[config.mk]
export PLATFORM = sky130hd
export DESIGN_NAME = uart_cmd_framer
export DESIGN_NICKNAME = d
export VERILOG_FILES = /design/src/rtl/uart_cmd_framer.sv
export SDC_FILE = /design/constraint.sdc
export NUM_CORES = 1
export LEC_CHECK = 0
export CAP_MARGIN = 0
export CORE_MARGIN = 2
export CORE_UTILIZATION = 43
export DETAILED_ROUTE_END_ITERATION = 8
export PLACE_DENSITY = 0.59
export REMOVE_ABC_BUFFERS = 1
export SLEW_MARGIN = 20
export SYNTH_ARGS = -nofsm -noshare
export SYNTH_HDL_FRONTEND = slang
export SYNTH_SLANG_ARGS = --single-unit
[constraint.sdc]
create_clock -name clk -period 2.28 [get_ports clk]
set_input_delay 0.456 -clock clk [delete_from_list [all_inputs] [get_ports clk]]
set_output_delay 0.456 -clock clk [all_outputs]
set_load 0.02 [all_outputs]
[src/rtl/uart_cmd_framer.sv]
// uart_cmd_framer
//   Collects byte strobes from the UART receiver into command frames of the form
//   SYNC, OP, LEN, LEN payload bytes, CSUM. CSUM is the XOR of OP, LEN and every
//   payload byte. A good frame is held on a valid/ready port and its payload can be
//   read at random through a registered read port. Bad frames produce one-cycle
//   error strobes and the framer returns to hunting for SYNC.
//
//   clk, rst_n            clock, asynchronous active-low reset
//   rx_finish/rx_error    receiver strobes, rx_data valid with rx_finish
//   cmd_valid/cmd_ready   held-command handshake; cmd_op, cmd_len describe it
//   pl_addr -> pl_data    payload read, one cycle latency, 0 beyond cmd_len
//   busy                  framer is anywhere except SYNC
//   err_*                 one-cycle error strobes (csum, frame, len, timeout, overrun)
//
//   state    | meaning
//   S_SYNC   | idle, waiting for SYNC_BYTE
//   S_OP     | expecting opcode byte
//   S_LEN    | expecting length byte
//   S_PAYLOAD| collecting payload bytes into the buffer
//   S_CSUM   | expecting checksum byte
//   S_HOLD   | command presented, waiting for cmd_ready
module uart_cmd_framer #(
  parameter logic [7:0]  SYNC_BYTE = 8'hA5,
  parameter int unsigned MAX_LEN   = 16,
  parameter int unsigned TIMEOUT   = 255,
  localparam int unsigned LW = $clog2(MAX_LEN + 1),
  localparam int unsigned AW = $clog2(MAX_LEN),
  localparam int unsigned TW = $clog2(TIMEOUT + 1)
) (
  input  logic          clk,
  input  logic          rst_n,
  input  logic          rx_finish,
  input  logic          rx_error,
  input  logic [7:0]    rx_data,
  output logic          cmd_valid,
  input  logic          cmd_ready,
  output logic [7:0]    cmd_op,
  output logic [LW-1:0] cmd_len,
  input  logic [AW-1:0] pl_addr,
  output logic [7:0]    pl_data,
  output logic          busy,
  output logic          err_csum,
  output logic          err_frame,
  output logic          err_len,
  output logic          err_timeout,
  output logic          err_overrun
);

  typedef enum logic [2:0] {
    S_SYNC, S_OP, S_LEN, S_PAYLOAD, S_CSUM, S_HOLD
  } state_t;

  localparam logic [7:0]    MAX_LEN_B = 8'(MAX_LEN);
  localparam logic [TW-1:0] GAP_LOAD  = TW'(TIMEOUT);

  state_t        state_q, state_d;
  logic [7:0]    op_q, xor_q;
  logic [LW-1:0] len_q, idx_q;
  logic [TW-1:0] gap_q;
  logic [7:0]    pl_mem [MAX_LEN];

  logic byte_ok, active, gap_tc, last_byte;
  logic ld_op, ld_len, wr_pl;
  logic csum_d, frame_d, len_d, timeout_d, overrun_d;

  // an rx_error in the same cycle discards the byte
  assign byte_ok   = rx_finish & ~rx_error;
  assign active    = (state_q == S_OP) || (state_q == S_LEN) ||
                     (state_q == S_PAYLOAD) || (state_q == S_CSUM);
  // down-counter reloaded on every byte; terminal count is the last idle cycle allowed
  assign gap_tc    = (gap_q == TW'(1));
  assign last_byte = (idx_q == len_q - LW'(1));

  always_ff @(posedge clk or negedge rst_n) begin
    if (!rst_n) state_q <= S_SYNC;
    else        state_q <= state_d;
  end

  always_comb begin
    state_d   = state_q;
    ld_op     = 1'b0;
    ld_len    = 1'b0;
    wr_pl     = 1'b0;
    csum_d    = 1'b0;
    frame_d   = 1'b0;
    len_d     = 1'b0;
    timeout_d = 1'b0;
    overrun_d = 1'b0;
    case (state_q)
      S_SYNC: begin
        if (byte_ok && rx_data == SYNC_BYTE) state_d = S_OP;
      end
      S_OP, S_LEN, S_PAYLOAD, S_CSUM: begin
        if (rx_error) begin
          frame_d = 1'b1;
          state_d = S_SYNC;
        end else if (rx_finish) begin
          case (state_q)
            S_OP: begin
              ld_op   = 1'b1;
              state_d = S_LEN;
            end
            S_LEN: begin
              if (rx_data > MAX_LEN_B) begin
                len_d   = 1'b1;
                state_d = S_SYNC;
              end else begin
                ld_len  = 1'b1;
                state_d = (rx_data == 8'h00) ? S_CSUM : S_PAYLOAD;
              end
            end
            S_PAYLOAD: begin
              wr_pl = 1'b1;
              if (last_byte) state_d = S_CSUM;
            end
            default: begin
              if (rx_data == xor_q) begin
                state_d = S_HOLD;
              end else begin
                csum_d  = 1'b1;
                state_d = S_SYNC;
              end
            end
          endcase
        end else if (gap_tc) begin
          timeout_d = 1'b1;
          state_d   = S_SYNC;
        end
      end
      S_HOLD: begin
        if (byte_ok)   overrun_d = 1'b1;
        if (cmd_ready) state_d   = S_SYNC;
      end
      default: state_d = S_SYNC;
    endcase
  end

  always_ff @(posedge clk or negedge rst_n) begin
    if (!rst_n) begin
      op_q        <= 8'h00;
      xor_q       <= 8'h00;
      len_q       <= '0;
      idx_q       <= '0;
      gap_q       <= GAP_LOAD;
      pl_data     <= 8'h00;
      err_csum    <= 1'b0;
      err_frame   <= 1'b0;
      err_len     <= 1'b0;
      err_timeout <= 1'b0;
      err_overrun <= 1'b0;
    end else begin
      err_csum    <= csum_d;
      err_frame   <= frame_d;
      err_len     <= len_d;
      err_timeout <= timeout_d;
      err_overrun <= overrun_d;
      if (ld_op) begin
        op_q  <= rx_data;
        xor_q <= rx_data;
      end
      if (ld_len) begin
        len_q <= rx_data[LW-1:0];
        xor_q <= xor_q ^ rx_data;
        idx_q <= '0;
      end
      if (wr_pl) begin
        idx_q <= idx_q + LW'(1);
        xor_q <= xor_q ^ rx_data;
      end
      if (rx_finish || !active) gap_q <= GAP_LOAD;
      else                      gap_q <= gap_q - TW'(1);
      pl_data <= (LW'(pl_addr) < len_q) ? pl_mem[pl_addr] : 8'h00;
    end
  end

  // payload buffer deliberately has no reset
  always_ff @(posedge clk) begin
    if (wr_pl) pl_mem[idx_q[AW-1:0]] <= rx_data;
  end

  assign cmd_valid = (state_q == S_HOLD);
  assign busy      = (state_q != S_SYNC);
  assign cmd_op    = op_q;
  assign cmd_len   = len_q;

endmodule
==> impl_results.md, run 1 <==
- Synth Register Bits: 178
- Routed vias: 4260
- Root buf cell: clkbuf_16
- Tcrit/Tclk final: 97.73%
- WP data required: 2600 ps
- Mapped Area: 7508 um^2
- DRT Pass-1 Iters: 4
- Fillers: 1369
- Port bufs: 44
- Die width: 136.1 um
- Ys async rst share: 28.09%
- Core area: 17180 um^2
- GR Overflow Total: 0
- First-pass GRT wire length: 26.25 mm
- Clock transition at path regs: 70 ps
- Post-route insts no fill: 798
- Sequential-to-total area share from yosys stat: 67.99%
- Die area: 18530 um^2
- Syn. warnings: 0
- Reg2Reg Setup Slack: 50 ps
- CTS max path bufs: 2
- Slew Viols, Final: 0
- Drt total wl: 16.65 mm
- Mapped Cells: 454
- Final Skew: 11.80 ps
- Worst skew pair latency: 430 ps
- Layout Nets: 587
- Fin area: 9603 um^2
- Post-route DRC violation count: 0
- CP arrival: 2540 ps
- Count of final setup violators: 0
- Setup crit end kind: flip-flop
- Avg WL per Cell: 20.87 um
- Hold Violations, Final: 0
- RD Place Congestion: 0.7896
- Cell row count: 48
- Worst Path Class, Setup: flip-flop to flip-flop
- Worst-case vdd ir drop: 0.0005953 V
- CTS buffer count: 17
- Hold buffer count at CTS: 0
- IO Pins: 45
- Syn_area_per_cell: 16.54 um^2
- Status: complete, no violations
- Placed Cells incl. Taps: 766
- Leakage: 0.003529 uW
- Reg-to-Reg Start: gap_q[4]
- Max-Cap Viols: 0
- Largest net degree at the start of global routing: 37
- CTS tree: yes
- Vert. Die Dim: 136.1 um
- Post-route ant nets: 0
- Top FF cell, synth: edfxtp_1
- R2R depth: 6
- Min-delay worst type: primary input to async pin
- Slew margin rel.: 38.64%
- EDFF count, synth: 128
- Unique masters post-synth: 55
- Capture point of the worst reg-to-reg path: state_q[2]
- Drt initial violations: 365
- Slew @ Worst Pin: 920.3 ps
- Diode count: 0
- Placed Area: 8930 um^2
- PwrDens: 952.4 nW/um^2
- Initial core utilization: 43.71%
- Gr usage total: 19.90%
- Clock Sinks: 178
- Area leader, netlist: edfxtp_1
- Layout cells sized above 1: 29.14%
- Vias per cell: 5.338
- Synth top area share: 51.19%
- Area growth, synth to finish: 27.90%
- Startpoint Class: flip-flop
- Achievable Freq: 448.8 MHz
- Final min period: 2228 ps
- Initial antenna violation count: 0
- Synth area leaders: edfxtp_1 51%, dfrtp_1 14%, mux4_2 12%
- Vias in the first global route: 4460
- WHS: 160.0 ps
- Htree depth: 4
- Final HPWL DP: 11.75 mm
- RSZ-0062 raised after global routing: yes
- Crit-path max FO: 4
==> area by class of cell <==
| type | instances | area [um^2] | share of cell area (%) |
|---|---|---|---|
| repair buffers | 111 | 1232 | 12.83 |
| multi-input cells | 236 | 2275 | 23.69 |
| well taps | 225 | 281.5 | 2.932 |
| clock inverters | 15 | 224.0 | 2.332 |
| clock buffers | 17 | 425.4 | 4.430 |
| inverters | 16 | 60.06 | 0.6254 |
| flip-flops and latches | 178 | 5105 | 53.16 |
==> cell usage in the layout (no fill, tap or decap), types with 2 or more instances in the layout <==
cell type / Yosys / routed
or2_2: 2 / 2
clkbuf_16: 0 / 17
edfxtp_1: 128 / 128
dfstp_2: 8 / 8
and4_1: 4 / 4
nor4_1: 3 / 3
nor3_1: 7 / 6
buf_12: 0 / 24
a22o_1: 7 / 7
nor4b_1: 2 / 2
bufinv_16: 0 / 5
and3_1: 2 / 2
buf_2: 3 / 2
xnor2_1: 16 / 16
inv_1: 15 / 15
nor2b_1: 5 / 4
clkdlybuf4s50_1: 0 / 41
a21boi_0: 8 / 8
nor2_1: 13 / 13
mux2_2: 7 / 7
o21ai_1: 9 / 9
a21o_1: 3 / 3
and2_1: 15 / 15
ha_1: 10 / 10
buf_4: 0 / 43
xor2_1: 2 / 2
mux2i_1: 2 / 2
dfrtp_1: 42 / 42
nand2_1: 23 / 23
nand3_1: 6 / 6
nand4_1: 4 / 4
o21ai_0: 10 / 10
a21oi_1: 13 / 13
mux4_2: 40 / 40
clkinv_2: 0 / 3
inv_6: 0 / 4
==> repair_timing <==
action,CTS,global route
pin swaps,1,1
setup endpoints to repair,3,3
buffers inserted,0,0
resized for setup,3,2
==> cells in the mapped netlist (all sizes together) (5+ instances only) <==
cell,count
xnor2,16
dfrtp,42
a21boi,8
and2,15
mux4,40
ha,10
dfstp,8
a22o,7
mux2,7
inv,16
nand3,6
clkbuf,20
nor3,7
nor2,13
o21ai,20
nand2,23
edfxtp,128
nor2b,5
a21oi,13
==> power by group <==
| group | switching, uW | internal [uW] | total [uW] |
|---|---|---|---|
| sequential | 282 | 3770 | 4050 |
| clock | 1230 | 1960 | 3190 |
| combinational | 930 | 973 | 1900 |
==> worst max-delay path, stage by stage, from the launching register on <==
cell and delay (ps):
dfstp_2 390, or4_4 530, or4b_4 520, a32oi_4 220, o21ai_2 90, buf_4 150, o22a_1 200
==> state kept, by name (all words and copies together), names as in the netlist <==
signal,cells
pl_mem,128
cmd_op,8
gap_q,8
pl_data,8
xor_q,8
cmd_len,5
idx_q,5
state_q,3
err_csum,1
err_frame,1
err_len,1
err_overrun,1
err_timeout,1
==> cells by family after synthesis <==
group,count (synthesis),share of synthesized area [%]
mux,49,13.31
flops,178,67.99
simple gates,96,7.199
xor+xnor,18,2.100
fa+ha+maj,10,1.666
buf+inv,40,2.049
compound gates,63,5.683
==> layer usage <==
metal	GRT usage, %	share of wire (%)	wire length, um
met1	27.00	44	7318
met2	31.97	49	8230
met4	7.407	1.8	292
met3	4.064	4.9	811
met5	0	0	0
==> worst max path at each step <==
stage	startpoint	end	cells after the start
2_1_floorplan	gap_q[5]	state_q[1]	5
3_3_place_gp	pl_addr[1]	pl_data[7]	6
3_5_place_dp	pl_addr[1]	pl_data[6]	6
4_1_cts	state_q[1]	busy	3
5_1_grt	gap_q[5]	state_q[2]	6
6_report	gap_q[4]	state_q[2]	6
==> stage by stage <==
| step | worst slack (ps) | setup TNS [ps] | power [uW] | util (%) |
|---|---|---|---|---|
| CTS | 21.60 | 0 | 9231 | 55.84 |
| detailed placement | -98.17 | -3820 | 5997 | 51.99 |
| global route | -3.807 | -3.807 | 9576 | 55.91 |
| floorplan | 100.2 | 0 | 5082 | - |
| global placement | -92.16 | -5384 | 5959 | 51.99 |
| finish | 51.74 | 0 | 9146 | 55.91 |
No activity file was read; power rests on OpenSTA's default activity.
==> run 2: changes to the inputs <==
- TNS_END_PERCENT: unset -> 10
==> results of run 2 <==
Same layout as run 1: the final DEF is identical, and so are final timing and power.
